File: config.mk
export PLATFORM = sky130hd
export DESIGN_NAME = vga_sync_gen_flat
export DESIGN_NICKNAME = d
export VERILOG_FILES = /design/src/rtl/vga_timing_pkg.sv /design/src/rtl/vga_sync_gen_if.sv /design/src/rtl/pixel_tick_div.sv /design/src/rtl/vga_sync_gen.sv /design/src/flat_wrapper.sv
export SDC_FILE = /design/constraint.sdc
export NUM_CORES = 1
export LEC_CHECK = 0
export BUFFER_PORTS_ARGS = -buffer_cell sky130_fd_sc_hd__buf_2
export CAP_MARGIN = 5
export CORE_MARGIN = 2
export CORE_UTILIZATION = 45
export DETAILED_ROUTE_END_ITERATION = 10
export GPL_TIMING_DRIVEN = 0
export PLACE_DENSITY = 0.73
export SETUP_SLACK_MARGIN = 0.5
export SYNTH_ARGS = -nofsm -noshare
export SYNTH_HDL_FRONTEND = slang
export SYNTH_HIERARCHICAL = 1
export SYNTH_SLANG_ARGS = --single-unit
File: constraint.sdc
create_clock -name clk -period 2.6 [get_ports clk]
set_input_delay 0.13 -clock clk [delete_from_list [all_inputs] [get_ports clk]]
set_output_delay 0.13 -clock clk [all_outputs]
set_load 0.005 [all_outputs]
File: src/rtl/vga_timing_pkg.sv
// Shared VGA raster constants (default 640x480 @ 60 Hz) and coordinate helpers.
package vga_timing_pkg;

  localparam int unsigned COORD_W = 10;
  typedef logic [COORD_W-1:0] coord_t;

  localparam int unsigned DEF_HD = 640;
  localparam int unsigned DEF_HF = 16;
  localparam int unsigned DEF_HB = 48;
  localparam int unsigned DEF_HR = 96;
  localparam int unsigned DEF_VD = 480;
  localparam int unsigned DEF_VF = 10;
  localparam int unsigned DEF_VB = 33;
  localparam int unsigned DEF_VR = 2;

  localparam int unsigned HMAX        = DEF_HD + DEF_HF + DEF_HB + DEF_HR - 1;
  localparam int unsigned VMAX        = DEF_VD + DEF_VF + DEF_VB + DEF_VR - 1;
  localparam int unsigned HSYNC_START = DEF_HD + DEF_HF;
  localparam int unsigned HSYNC_END   = DEF_HD + DEF_HF + DEF_HR - 1;
  localparam int unsigned VSYNC_START = DEF_VD + DEF_VF;
  localparam int unsigned VSYNC_END   = DEF_VD + DEF_VF + DEF_VR - 1;

  function automatic coord_t wrap_inc(input coord_t v, input coord_t vmax);
    return (v == vmax) ? '0 : v + coord_t'(1);
  endfunction

endpackage

File: src/rtl/vga_sync_gen_if.sv
// Raster timing bundle from the sync generator to the text/graphics consumers.
interface vga_sync_gen_if;
  import vga_timing_pkg::*;

  logic   p_tick;
  logic   hsync;
  logic   vsync;
  logic   video_on;
  coord_t pixel_x;
  coord_t pixel_y;
  logic   frame_start;

  modport master (
    output p_tick, hsync, vsync, video_on, pixel_x, pixel_y, frame_start
  );

  modport slave (
    input  p_tick, hsync, vsync, video_on, pixel_x, pixel_y, frame_start
  );

endinterface

File: src/rtl/pixel_tick_div.sv
// Divides the system clock into a one-clk pixel tick every CLK_DIV clocks.
module pixel_tick_div #(
  parameter int unsigned CLK_DIV = 4
) (
  input  logic clk,
  input  logic reset,
  output logic tick
);

  localparam int unsigned CW = (CLK_DIV > 1) ? $clog2(CLK_DIV) : 1;
  localparam logic [CW-1:0] LAST = CW'(CLK_DIV - 1);

  logic [CW-1:0] r_cnt;
  logic [CW-1:0] w_cnt_nx;
  logic          r_tick;

  always_comb begin
    w_cnt_nx = (r_cnt == LAST) ? '0 : r_cnt + CW'(1);
  end

  // Tick is registered from the next count so it lines up with div_cnt == CLK_DIV-1
  // and stays low while reset is held, even for CLK_DIV == 1.
  always_ff @(posedge clk) begin
    if (reset) begin
      r_cnt  <= '0;
      r_tick <= 1'b0;
    end else begin
      r_cnt  <= w_cnt_nx;
      r_tick <= (w_cnt_nx == LAST);
    end
  end

  assign tick = r_tick;

endmodule

File: src/rtl/vga_sync_gen.sv
// VGA raster timing: pixel/line counters with zero-skew registered sync, video and frame strobes.
module vga_sync_gen
  import vga_timing_pkg::*;
#(
  parameter int unsigned CLK_DIV = 4,
  parameter int unsigned HD      = DEF_HD,
  parameter int unsigned HF      = DEF_HF,
  parameter int unsigned HB      = DEF_HB,
  parameter int unsigned HR      = DEF_HR,
  parameter int unsigned VD      = DEF_VD,
  parameter int unsigned VF      = DEF_VF,
  parameter int unsigned VB      = DEF_VB,
  parameter int unsigned VR      = DEF_VR
) (
  input  logic           clk,
  input  logic           reset,
  vga_sync_gen_if.master o_vga
);

  localparam coord_t C_HMAX     = coord_t'(HD + HF + HB + HR - 1);
  localparam coord_t C_VMAX     = coord_t'(VD + VF + VB + VR - 1);
  localparam coord_t C_HD       = coord_t'(HD);
  localparam coord_t C_VD       = coord_t'(VD);
  localparam coord_t C_HS_START = coord_t'(HD + HF);
  localparam coord_t C_HS_END   = coord_t'(HD + HF + HR - 1);
  localparam coord_t C_VS_START = coord_t'(VD + VF);
  localparam coord_t C_VS_END   = coord_t'(VD + VF + VR - 1);

  logic   w_tick;
  coord_t r_x;
  coord_t r_y;
  coord_t w_nx;
  coord_t w_ny;
  logic   w_frame_wrap;
  logic   r_hsync;
  logic   r_vsync;
  logic   r_video_on;
  logic   r_frame_start;
  logic   r_rst_d;

  pixel_tick_div #(
    .CLK_DIV (CLK_DIV)
  ) u_tick_div (
    .clk   (clk),
    .reset (reset),
    .tick  (w_tick)
  );

  always_comb begin
    w_nx         = r_x;
    w_ny         = r_y;
    w_frame_wrap = 1'b0;
    if (w_tick) begin
      w_nx = wrap_inc(r_x, C_HMAX);
      if (r_x == C_HMAX) begin
        w_ny         = wrap_inc(r_y, C_VMAX);
        w_frame_wrap = (r_y == C_VMAX);
      end
    end
  end

  // Sync/video decode the next-state coordinates so they register on the same edge
  // as the counters; r_rst_d marks the first clk after reset release for frame_start.
  always_ff @(posedge clk) begin
    if (reset) begin
      r_x           <= '0;
      r_y           <= '0;
      r_hsync       <= 1'b1;
      r_vsync       <= 1'b1;
      r_video_on    <= 1'b0;
      r_frame_start <= 1'b0;
      r_rst_d       <= 1'b1;
    end else begin
      r_x           <= w_nx;
      r_y           <= w_ny;
      r_hsync       <= !((w_nx >= C_HS_START) && (w_nx <= C_HS_END));
      r_vsync       <= !((w_ny >= C_VS_START) && (w_ny <= C_VS_END));
      r_video_on    <= (w_nx < C_HD) && (w_ny < C_VD);
      r_frame_start <= r_rst_d | w_frame_wrap;
      r_rst_d       <= 1'b0;
    end
  end

  assign o_vga.p_tick      = w_tick;
  assign o_vga.hsync       = r_hsync;
  assign o_vga.vsync       = r_vsync;
  assign o_vga.video_on    = r_video_on;
  assign o_vga.pixel_x     = r_x;
  assign o_vga.pixel_y     = r_y;
  assign o_vga.frame_start = r_frame_start;

endmodule
File: src/flat_wrapper.sv
// flat-port wrapper written by rule: the top's interface ports become plain ports
module vga_sync_gen_flat import vga_timing_pkg::*;
#(
  parameter int unsigned CLK_DIV = 4,
  parameter int unsigned HD      = DEF_HD,
  parameter int unsigned HF      = DEF_HF,
  parameter int unsigned HB      = DEF_HB,
  parameter int unsigned HR      = DEF_HR,
  parameter int unsigned VD      = DEF_VD,
  parameter int unsigned VF      = DEF_VF,
  parameter int unsigned VB      = DEF_VB,
  parameter int unsigned VR      = DEF_VR
)
  (clk, reset, o_vga_p_tick, o_vga_hsync, o_vga_vsync, o_vga_video_on, o_vga_pixel_x, o_vga_pixel_y, o_vga_frame_start);
  vga_sync_gen_if o_vga_i ();
  input  logic clk;
  input  logic reset;
  output wire logic [$bits(o_vga_i.p_tick)-1:0] o_vga_p_tick;
  output wire logic [$bits(o_vga_i.hsync)-1:0] o_vga_hsync;
  output wire logic [$bits(o_vga_i.vsync)-1:0] o_vga_vsync;
  output wire logic [$bits(o_vga_i.video_on)-1:0] o_vga_video_on;
  output wire logic [$bits(o_vga_i.pixel_x)-1:0] o_vga_pixel_x;
  output wire logic [$bits(o_vga_i.pixel_y)-1:0] o_vga_pixel_y;
  output wire logic [$bits(o_vga_i.frame_start)-1:0] o_vga_frame_start;
  assign o_vga_p_tick = o_vga_i.p_tick;
  assign o_vga_hsync = o_vga_i.hsync;
  assign o_vga_vsync = o_vga_i.vsync;
  assign o_vga_video_on = o_vga_i.video_on;
  assign o_vga_pixel_x = o_vga_i.pixel_x;
  assign o_vga_pixel_y = o_vga_i.pixel_y;
  assign o_vga_frame_start = o_vga_i.frame_start;
  vga_sync_gen #(.CLK_DIV(CLK_DIV), .HD(HD), .HF(HF), .HB(HB), .HR(HR), .VD(VD), .VF(VF), .VB(VB), .VR(VR)) u_core (.clk(clk), .reset(reset), .o_vga(o_vga_i));
endmodule
# Word level (Yosys, flattened, before mapping)
# Index checks and enable logic that the tools add are counted.
[word_totals] ff_bits=28 word_cells=37 output_inout_bits=25
[classes] bitwise_logic=1 n_reduce_logical=5 order_cmp=6 add_sub_neg=3 n_eq_ne=4 n_mux=9
[op_table] operator="10-bit 2-to-1 mux" count=5
[op_table] operator="10-bit by 1-bit adder with 10-bit output, second input constant" count=2
[op_table] operator="10-bit equality test, second input constant" count=2
[op_table] operator="10-bit >= comparator, second input constant" count=1
[op_table] operator="10-bit by 9-bit >= comparator with 1-bit output, second input constant" count=1
[op_table] operator="10-bit <= comparator, second input constant" count=1
[op_table] operator="10-bit by 9-bit <= comparator with 1-bit output, second input constant" count=1
[op_table] operator="10-bit less-than comparator, second input constant" count=1
[op_table] operator="10-bit by 9-bit less-than comparator with 1-bit output, second input constant" count=1
[op_table] operator="2-bit equality test, second input constant" count=2
[op_table] operator="1-bit logical AND" count=3
[op_table] operator="1-bit 2-to-1 mux" count=3
[op_table] operator="2-bit by 1-bit adder with 2-bit output, second input constant" count=1
[op_table] operator="1-bit zero test" count=2
[op_table] operator="2-bit 2-to-1 mux" count=1
[op_table] operator="1-bit OR" count=1

# Longest topological paths before layout
# Gate-level depths: netlist (run 1).
[depth] word_depth=7 depth_mapped=7 ltp_nobuf=7

# Cells and area by module
# The synthesis (run 1) kept the hierarchy.
[modules_own_cells] module="vga_sync_gen" seq_area_each_um2=500.5 area_each_um2=1346.3 n_inst=1 cells_per_inst=161
[modules_own_cells] module="pixel_tick_div" seq_area_each_um2=60.1 area_each_um2=108.9 n_inst=1 cells_per_inst=9

# Worst setup path before layout (run 1)
# OpenSTA, ideal clock, no wires.
[synth_path] kind="flip-flop to flip-flop" start="reg u_core.r_x[0] (netlist: u_core/o_vga.pixel_x[0])" end="reg u_core.r_vsync (netlist: u_core/o_vga.vsync)" setup_ps=128 path_slack_ps=762 required_ps=2472 path_stages_with_launch=7 arrival_time_ps=1710 cell_sequence="dfxtp_1 ha_1 and4_1 nand4_1 a2111oi_0 nor2_1 nand4bb_1"
[synth_via] elab_chain_cells=6 elab_cells_between_ends=7
[synth_rtl] element="from (decl)" line_no="vga_sync_gen.sv:30" text="coord_t r_x;"
[synth_rtl] element="from (signal assigned)" line_no="vga_sync_gen.sv:74" text="r_x <= w_nx;"
[synth_rtl] element="10-bit equality test *" line_no="vga_sync_gen.sv:55" text="if (r_x == C_HMAX) begin"
[synth_rtl] element="10-bit 2-to-1 mux *" line_no="vga_sync_gen.sv:55"
[synth_rtl] element="10-bit 2-to-1 mux *" line_no="vga_sync_gen.sv:53" text="if (w_tick) begin"
[synth_rtl] element="10-bit by 9-bit >= comparator with 1-bit output / 10-bit by 9-bit <= comparator with 1-bit output (equally long branches)" line_no="vga_sync_gen.sv:77" text="r_vsync <= !((w_ny >= C_VS_START) && (w_ny <= C_VS_END));"
[synth_rtl] element="1-bit logical AND *" line_no="vga_sync_gen.sv:77"
[synth_rtl] element="1-bit zero test *" line_no="vga_sync_gen.sv:77"
[synth_rtl] element="to (signal assigned)" line_no="vga_sync_gen.sv:77"
[synth_rtl] element="to (decl)" line_no="vga_sync_gen.sv:36" text="logic r_vsync;"
# Mark *: on every way between the ends. The rest lies on a longest branch, timed or not.
# A chain may end at the register's enable or synchronous reset.

# Worst setup path in the final report (run 1)
[layout_path] start="reg u_core.r_x[0] (netlist: u_core/o_vga.pixel_x[0])" end="reg u_core.r_video_on (netlist: u_core/o_vga.video_on)"
[layout_via] elab_chain_cells=5 elab_cells_between_ends=9
[layout_rtl] element="10-bit by 1-bit adder with 10-bit output / 10-bit equality test (equally long branches)" line_no="vga_timing_pkg.sv:24, vga_sync_gen.sv:55"
[layout_rtl] element="10-bit 2-to-1 mux, on equally long branches" line_no="vga_timing_pkg.sv:24, vga_sync_gen.sv:55"
[layout_rtl] element="10-bit 2-to-1 mux" line_no="vga_sync_gen.sv:53"
[layout_rtl] element="10-bit less-than comparator / 10-bit by 9-bit less-than comparator with 1-bit output (equally long branches)" line_no="vga_sync_gen.sv:78" text="r_video_on <= (w_nx < C_HD) && (w_ny < C_VD);"
[layout_rtl] element="1-bit logical AND *" line_no="vga_sync_gen.sv:78"
[layout_rtl] element="to (signal assigned)" line_no="vga_sync_gen.sv:78"
[layout_rtl] element="to (decl)" line_no="vga_sync_gen.sv:37" text="logic r_video_on;"
# Marked as above.

==> impl_metrics.ini, run 1 <==
[outcome]
status = finished clean

[layout]
area_growth_pct = 19.4
multiInputGateArea_um2 = 867
fill_cells = 298
drive_above_1_share_pct = 27.0
fin_nets = 213
seq_area_um2 = 568
antenna_cells = 0

[route]
drc = 0
drtIter0Drc = 40
vias_per_cell = 5.44
num_vias = 1348
drt_pass1_iterations = 4
drt-total-wl_um = 3330
routedWlPerCell_um = 13.4
ant_nets = 0

[worst_setup_path]
slowest_stage = dfxtp_2
cp_top_family = simple AND/OR/NAND/NOR gates
worstPathCellList = ha_2 -> and4_2 -> nand4_1 -> buf_4 -> nor4_2 -> a211oi_2 -> and3_1
critPathLaunchType = register
end_kind = register
critPathBufInv = 1
crit_fanout = 5
rrSetupSlack_ps = 610
critical_path_class = reg2reg
critical_path.max_stage_delay_ps = 400
arrival_ps = 2220
required_ps = 2830

[die]
ios = 27
num_rows = 20
die_h_um = 60.9
start_util_pct = 47.7
die_x_um = 60.9
dieArea_um2 = 3700
coreArea_um2 = 3050

[clock_network]
cts_inserted_buffers = 3
cts_tree = yes
clk-insertion-delay-late_ps = 320
cts_sinks = 28
clock-root-buffer = clkbuf_4
clk_path_buf_depth = 2
cts_max_level = 1
clk_pin_slew_ps = 140

[logic_synthesis]
postSynthCellCount = 170
async_flop_share_pct = 0
synth_area_per_cell_um2 = 8.56
synthesis.nets = 177
synth_ff_type = dfxtp_1
yosysSeqAreaShare_pct = 38.5
ys.warnings.count = 6
synth_edf_count = 0
ys_types = 47
netlist_area_um2 = 1460
synth-seq-cells = 28

[timing]
fin_crit_ps = 1990
slew_viol_final = 0
relSlewSlack_pct = 66.0
fmax_mhz = 502
tns_ps = 0
clock_skew_ps = 1.74
fin_ws_ps = 609
hold_viol_final = 0
tightest_slew_ps = 509
rsz0062_at_grt = no
setup_viol = 0
post-route-period-util_pct = 76.6

[global_routing]
grt_pass1_wl_um = 5250
grt_max_degree = 15
overflow = 0
antenna_found_initial = 0
grt_pass1_vias = 1209
grt_use_total_pct = 19.1

[power_and_ir_drop]
p_per_area_nw_per_um2 = 390
p_leak_nw = 0.665
vdd_drop_max_mv = 0.278

[placed_design]
hpwl_um = 2360
place.gp.congestion = 0.804
io_buffers = 26
pre_cts_slack_ps = 411

[flow_run]
drv_cap = 0

[worst_hold_path]
min_path_type = reg2reg
[stage by stage]
stage / cells / area (um2) / hold WS (ps) / total power, W / utilization [%]
after floorplan: 170 / 1460 / 158 / 0.000490 / -
after global placement: 240 / 1640 / 295 / 0.000505 / 53.7
after detailed placement: 240 / 1640 / 304 / 0.000510 / 53.7
after CTS: 247 / 1700 / 486 / 0.000683 / 55.6
after global routing: 248 / 1740 / 494 / 0.000708 / 56.9
final: 248 / 1740 / 482 / 0.000677 / 56.9
[Yosys cell counts, types with 2 or more instances]
library cell	count	area, um2
dfxtp_1	28	561
nor2_1	22	82.6
nand2_1	16	60.1
a21oi_1	8	40.0
nand4_1	7	43.8
nor3_1	6	30.0
xor2_1	6	52.6
ha_1	5	62.6
inv_1	5	18.8
nand3_1	5	25.0
o21ai_0	5	25.0
xnor2_1	5	43.8
clkbuf_1	4	15.0
buf_2	3	15.0
nand2b_1	3	18.8
nor2b_1	3	18.8
nor4_1	3	18.8
or3_1	3	18.8
a2bb2oi_1	2	17.5
and3_1	2	12.5
and4_1	2	17.5
mux2i_1	2	20.0
[cell usage in the layout, fill, tap and decap left out, drive strengths merged, types with 2 or more instances in the layout]
master / synthesis / layout
nand2: 16 / 16
nor3: 7 / 7
mux2i: 2 / 2
nand3: 5 / 5
and2: 2 / 2
and4: 2 / 2
nor2: 22 / 22
nand4: 7 / 7
inv: 5 / 5
nor2b: 3 / 3
a2bb2oi: 2 / 2
and3: 2 / 2
or3: 3 / 3
dfxtp: 28 / 28
o21ai: 5 / 5
nor3b: 2 / 2
nor4: 4 / 4
xor2: 6 / 6
nand2b: 3 / 3
xnor2: 5 / 5
a21oi: 8 / 8
a211oi: 2 / 2
buf: 4 / 34
ha: 5 / 5
clkbuf: 4 / 7
[registers in the layout (all words and copies together) (netlist names)]
register / count
u_core/o_vga.video_on: 1
u_core/o_vga.pixel_y: 10
u_core/r_rst_d: 1
u_core/o_vga.vsync: 1
u_core/o_vga.frame_start: 1
u_core/u_tick_div/r_cnt: 2
u_core/o_vga.hsync: 1
u_core/u_tick_div/tick: 1
u_core/o_vga.pixel_x: 10
[what timing repair did]
| item | CTS | global route |
|---|---|---|
| setup endpoints to repair | 3 | 10 |
| hold endpoints to repair | 3 | 0 |
| setup buffers | 3 | 1 |
| gates cloned | 0 | 0 |
| resized for setup | 1 | 13 |
| hold buffers | 1 | 0 |
| pin swaps | 2 | 1 |
[cell families (layout without fill, tap and decap cells)]
| group | after synthesis | in the layout | share of synthesized area, % |
|---|---|---|---|
| and+or+nand+nor | 84 | 84 | 32.6 |
| buffers and inverters | 13 | 47 | 3.61 |
| muxes | 3 | 3 | 2.15 |
| adders and majority gates | 5 | 5 | 4.30 |
| xor gates and xnor gates | 11 | 11 | 6.62 |
| DFF | 28 | 28 | 38.5 |
| AOI/OAI and AO/OA | 26 | 26 | 12.2 |
[layout make-up]
| class | instances | area share (%) |
|---|---|---|
| multi-input combinational | 129 | 49.9 |
| sequential | 28 | 32.7 |
| timing repair buffer | 31 | 9.79 |
| tap | 44 | 3.17 |
| buffer | 8 | 2.09 |
| clock buffer | 3 | 1.30 |
| inverter | 5 | 1.08 |
[power breakdown]
group,switching (W),total (W),internal [W]
Clock,0.000122,0.000176,0.0000543
Combinational,0.0000257,0.0000487,0.0000229
Sequential,0.0000110,0.000452,0.000441
Total,0.000158,0.000677,0.000519
[per-layer routing]
| metal | wire [um] | global-route usage (%) |
|---|---|---|
| met5 | 0 | 0 |
| met4 | 28 | 7.14 |
| met3 | 100 | 2.99 |
| met2 | 1620 | 30.9 |
| met1 | 1590 | 25.8 |
[worst paths after layout]
check | startpoint | endpoint | depth (start not counted)
max | u_core/o_vga.pixel_x[0] | u_core/o_vga.video_on | 7
min | u_core/u_tick_div/r_cnt[0] | u_core/u_tick_div/r_cnt[0] | 1
max reg2reg | u_core/o_vga.pixel_x[0] | u_core/o_vga.video_on | 7
min reg2reg | u_core/u_tick_div/r_cnt[0] | u_core/u_tick_div/r_cnt[0] | 1
(Power assumes the default switching activity.)
==> run 2: changes to the inputs <==
--- a/config.mk
+++ b/config.mk
@@ -11,7 +11,7 @@
 export CORE_UTILIZATION = 45
 export DETAILED_ROUTE_END_ITERATION = 10
 export GPL_TIMING_DRIVEN = 0
-export PLACE_DENSITY = 0.73
+export PLACE_DENSITY = 0.75
 export SETUP_SLACK_MARGIN = 0.5
 export SYNTH_ARGS = -nofsm -noshare
 export SYNTH_HDL_FRONTEND = slang
==> constraint.sdc (replaced) <==
create_clock -name clk -period 1.8 [get_ports clk]
set_input_delay 0.09 -clock clk [delete_from_list [all_inputs] [get_ports clk]]
set_output_delay 0.09 -clock clk [all_outputs]
set_load 0.005 [all_outputs]
==> run 2 against run 1 <==
Effect of this change: combinational power rose by 72%; clock skew increased by 5.0 ps; critical path depth unchanged; register-to-register slack worse by 670 ps; via count up 11%; routed wire length rose by 26%; final cell count increased by 6.9%; the run now ends with negative setup slack left; sequential cell count stayed put; worst setup slack worse by 670 ps; die area is the same; design area rose by 21%.
==> impl_metrics.ini, run 2 (synthesized netlist as in run 1, its figures left out) <==
[timing]
fin_crit_ps = 1860
post-route-period-util_pct = 103
setup_viol = 2
relSlewSlack_pct = 64.0
hold_viol_final = 0
slew_viol_final = 0
clock_skew_ps = 6.78
fmax_mhz = 539
tightest_slew_ps = 540
fin_ws_ps = -57.0
rsz0062_at_grt = yes

[global_routing]
met3_usage_pct = 4.05
grt_pass1_vias = 1393
use_met2_pct = 38.7
grt_max_degree = 16
top_usage_layer = met2
grt_use_met1_pct = 31.0
grt_use_total_pct = 23.8
overflow = 0
grt_pass1_wl_um = 6580
antenna_found_initial = 0

[layout]
area_growth_pct = 44.7
antenna_cells = 0
final_common_cell = buf_2
fin_cells = 265
fin_nets = 229
drive_above_1_share_pct = 47.5
layout_common_cells = buf_2 (26), dfxtp_1 (18), nor2_1 (17)

[die]
dieArea_um2 = 3700
num_rows = 20
start_util_pct = 47.7
ios = 27
die_h_um = 60.9
coreArea_um2 = 3050
die_x_um = 60.9

[worst_setup_path]
required_ps = 2040
critical_path_class = reg2reg
arrival_ps = 2100
end_kind = register
critPathLaunchType = register
crit_fanout = 7

[flow_run]
drv_cap = 0

[clock_network]
cts_max_level = 1
cts_inserted_buffers = 3
clk_path_buf_depth = 2
cts_sinks = 28
clk_pin_slew_ps = 160
cts_tree = yes
clk-insertion-delay-late_ps = 330
clock-root-buffer = clkbuf_4

[placed_design]
dp.cells = 240
io_buffers = 26
place.gp.congestion = 0.800
hpwl_um = 2420

[route]
vias_per_cell = 5.66
drt-total-wl_um = 4210
routedWlPerCell_um = 15.9
ant_nets = 0
num_vias = 1500
drt_pass1_iterations = 4
drc = 0
drtIter0Drc = 74

[power_and_ir_drop]
p_total_w = 0.00105
p_per_area_nw_per_um2 = 497
vdd_drop_max_mv = 0.328
p_leak_nw = 0.828

[outcome]
violations = negative setup slack
status = complete, but fails checks

[worst_hold_path]
min_path_type = in2reg
==> run 2: cell types whose count changed in the layout (fill, tap and decap cells not counted), moves of 3 or more <==
cell      before  now
dfxtp_1       24   18
clkbuf_2       0    3
o21ai_1        0    3
buf_6          0    6
nor2_1        22   17
buf_4          5   15
nor2_4         0    3
dfxtp_4        1    5
o21ai_0        5    1
==> run 2: through the flow <==
step | TNS [ps] | utilization (%) | hold slack [ps] | area (um2) | setup WS [ps]
finish | -80.3 | 69.0 | 279 | 2110 | -57.0
global route | -687 | 69.0 | 284 | 2110 | -140
CTS | -708 | 64.4 | 259 | 1970 | -121
detailed placement | -1570 | 55.8 | 263 | 1700 | -240
global placement | -1170 | 55.8 | 253 | 1700 | -192
floorplan | -1.94 | - | 118 | 1520 | -1.94
==> run 2: path summary, 6_finish.rpt <==
check                               start                       end  slack (ps)  cells past startpoint
setup / recovery  u_core/o_vga.pixel_x[5]     u_core/o_vga.video_on         -60                      7
hold / removal                      reset   u_core/o_vga.pixel_y[5]         280                      3
setup reg to reg  u_core/o_vga.pixel_x[5]     u_core/o_vga.video_on         -60                      7
hold reg to reg            u_core/r_rst_d  u_core/o_vga.frame_start         480                      2
==> run 2: cell type report <==
cell class	count	area, um2
Clock buffer	4	36.3
Sequential cell	28	586
Inverter	5	21.3
Timing Repair Buffer	47	325
Multi-Input combinational cell	129	1020
Fill cell	234	947
Buffer	8	60.1
Tap cell	44	55.1
==> run 2: power by group <==
part | leakage (nW) | switching [W] | internal (W) | total [W]
clock | 0.0210 | 0.000190 | 0.000124 | 0.000314
sequential | 0.234 | 0.0000166 | 0.000633 | 0.000649
combinational | 0.573 | 0.0000425 | 0.0000412 | 0.0000837
==> run 2: metal layers <==
layer  share of wire (%)  routed length [um]
met5                   0                   0
met4                 2.2                  94
met3                 7.3                 306
met2                  51                2130
met1                  40                1680
==> run 2: what timing repair did <==
| item | CTS | global route |
|---|---|---|
| cloned | 1 | 0 |
| hold buffers | 1 | 0 |
| setup buffers | 14 | 5 |
| endpoints found under the hold margin | 4 | 0 |
| gates resized for setup | 29 | 27 |
| setup endpoints to repair | 20 | 21 |
| pin swaps | 10 | 11 |
==> run 2: critical path, stage by stage (launching register included) <==
cell and delay (ps):
dfxtp_4 410, nor4b_4 310, nand4_1 160, buf_4 160, buf_4 140, nor4_2 310, a211oi_2 90, and3_1 190
==> run 3: changes to the inputs <==
--- a/config.mk
+++ b/config.mk
@@ -8,10 +8,11 @@
 export BUFFER_PORTS_ARGS = -buffer_cell sky130_fd_sc_hd__buf_2
 export CAP_MARGIN = 5
 export CORE_MARGIN = 2
-export CORE_UTILIZATION = 45
+export CORE_UTILIZATION = 49
+export CTS_CLUSTER_DIAMETER = 100
 export DETAILED_ROUTE_END_ITERATION = 10
 export GPL_TIMING_DRIVEN = 0
-export PLACE_DENSITY = 0.75
+export PLACE_DENSITY = 0.81
 export SETUP_SLACK_MARGIN = 0.5
 export SYNTH_ARGS = -nofsm -noshare
 export SYNTH_HDL_FRONTEND = slang
==> run 3 against run 2 <==
Effect of this change: core utilization is 8.7 points higher; highest routed layer unchanged; worst setup slack worse by 100 ps; sequential share of layout area decreased by 0.42 points; first-iteration DRC count increased by 41%; register-to-register slack got worse by 100 ps; critical path type unchanged; the flow still finishes with violations (negative setup slack); clock skew fell by 1.3 ps; worst hold slack better by 7.4 ps.
==> impl_metrics.ini, run 3 (synthesized netlist as in run 1, its figures left out) <==
[clock_network]
clk_path_buf_depth = 2
clk_pin_slew_ps = 140
cts_inserted_buffers = 3
cts_max_level = 1
cts_tree = yes
clock-root-buffer = clkbuf_4
cts_sinks = 28
clk-insertion-delay-late_ps = 330

[placed_design]
dp.cells = 227
io_buffers = 26
hpwl_um = 2480
dpl_cell_area_um2 = 1690
place.gp.congestion = 0.884

[worst_hold_path]
hold_start = reset
min_path_type = in2reg

[layout]
fin_nets = 236
fin_cells = 259
drive_above_1_share_pct = 48.2
area_growth_pct = 48.5
antenna_cells = 0
layout_common_cells = buf_2 (26), buf_4 (24), dfxtp_1 (17)
final_area_um2 = 2160
final_common_cell = buf_2
fill_cells = 177

[worst_setup_path]
end_kind = register
startpoint = u_core/o_vga.pixel_x[1]
reg2reg_to = u_core/o_vga.vsync
arrival_ps = 2180
required_ps = 2020
critPathLaunchType = register
critical_path_class = reg2reg
timing.rr.start = u_core/o_vga.pixel_x[1]
rr_worst_depth = 6
crit_path_end = u_core/o_vga.vsync
rrSetupSlack_ps = -160
crit_fanout = 5

[die]
die_h_um = 58.5
dieArea_um2 = 3420
coreArea_um2 = 2780
num_rows = 19
ios = 27
die_x_um = 58.5
start_util_pct = 52.3

[route]
wl_met1_um = 1790
highest_layer = met4
num_vias = 1585
wl_met2_um = 2340
drtIter0Drc = 104
drt_pass1_iterations = 4
routedWlPerCell_um = 18.0
drc = 0
ant_nets = 0
drt-total-wl_um = 4670
wl_met3_um = 320
vias_per_cell = 6.12

[global_routing]
grt_pass1_vias = 1541
antenna_found_initial = 0
overflow = 0
grt_max_degree = 17
grt_pass1_wl_um = 7280
grt_use_total_pct = 27.9

[power_and_ir_drop]
p_sw_w = 0.000249
p_leak_nw = 0.891
clock_power_share_pct = 35.9
p_comb_share_pct = 7.6
p_int_w = 0.000896
p_per_area_nw_per_um2 = 530
vdd_drop_max_mv = 0.839
seqPwrFrac_pct = 56.5
swShare_pct = 21.7

[timing]
fin_crit_ps = 1960
tns_ps = -1070
slew_viol_final = 0
clock_skew_ps = 5.46
fmax_mhz = 510
tightest_slew_ps = 549
fin_ws_ps = -159
rsz0062_at_grt = yes
setup_viol = 12
post-route-period-util_pct = 109
relSlewSlack_pct = 63.4
hold_viol_final = 0

[flow_run]
drv_cap = 0

[outcome]
status = complete, but fails checks
violations = negative setup slack
## run 3: cell count changes in the layout (fill, tap and decap cells not counted), moves of 2 or more
cell,delta
nor2_4,-2
a21oi_2,-2
nor3_2,-2
a21oi_1,+2
nor2_2,+3
dfxtp_4,+2
nor3_4,+2
buf_4,+9
buf_6,-2
## run 3: per-stage QoR
stage	total power [W]	utilization (%)	setup WS [ps]	hold WS (ps)
after floorplan	0.000708	-	-1.94	118
after global placement	0.000730	60.6	-176	256
after detailed placement	0.000738	60.6	-201	258
after CTS	0.00115	71.4	-113	259
after global routing	0.00118	77.7	-209	311
final	0.00114	77.7	-159	286
## run 3: power groups by stage
| stage | clock [W] | sequential, W | combinational [W] |
|---|---|---|---|
| 2_1_floorplan | 0 | 0.000664 | 0.0000433 |
| 3_3_place_gp | 0 | 0.000664 | 0.0000659 |
| 3_5_place_dp | 0 | 0.000667 | 0.0000708 |
| 4_1_cts | 0.000421 | 0.000651 | 0.0000810 |
| 5_1_grt | 0.000439 | 0.000650 | 0.0000936 |
| 6_report | 0.000411 | 0.000647 | 0.0000871 |
## run 3: how the worst min path moves through the flow
stage,endpoint,slack [ps],cells past startpoint
detailed placement,u_core/r_rst_d,260,1
floorplan,u_core/r_rst_d,120,0
CTS,u_core/o_vga.pixel_y[0],260,3
global placement,u_core/r_rst_d,260,1
finish,u_core/o_vga.pixel_y[0],290,3
global route,u_core/o_vga.pixel_x[4],310,3
## run 3: layer usage
metal  GRT usage, %  vias up
li1               -      729
met1           33.6      745
met2           47.2       89
met3           5.93       22
met4           13.3        0
met5              0        -
## run 3: area by class of cell
| cell class | count | area [um2] | area share, % |
|---|---|---|---|
| Buffer | 8 | 55.1 | 2.55 |
| Clock buffer | 3 | 22.5 | 1.04 |
| Clock inverter | 1 | 30.0 | 1.39 |
| Inverter | 5 | 18.8 | 0.869 |
| Multi-Input combinational cell | 129 | 1020 | 47.4 |
| Sequential cell | 28 | 592 | 27.4 |
| Tap cell | 31 | 38.8 | 1.80 |
| Timing Repair Buffer | 54 | 379 | 17.5 |
## run 3: repair_timing
item                                    in CTS  in global routing
gates cloned                                 1                  0
buffers inserted                            18                  8
endpoints found under the setup margin      20                 21
hold endpoints to repair                     4                  0
hold buffers                                 1                  0
pin swaps                                   15                 11
gates resized for setup                     21                 30
## run 3: critical path, cell delays in order, from the launching register on
cell       delay, ps
dfxtp_4          380
ha_4             130
and4_4           250
nand4_1          290
or3_4            440
a21oi_2          230
nand4bb_4        130
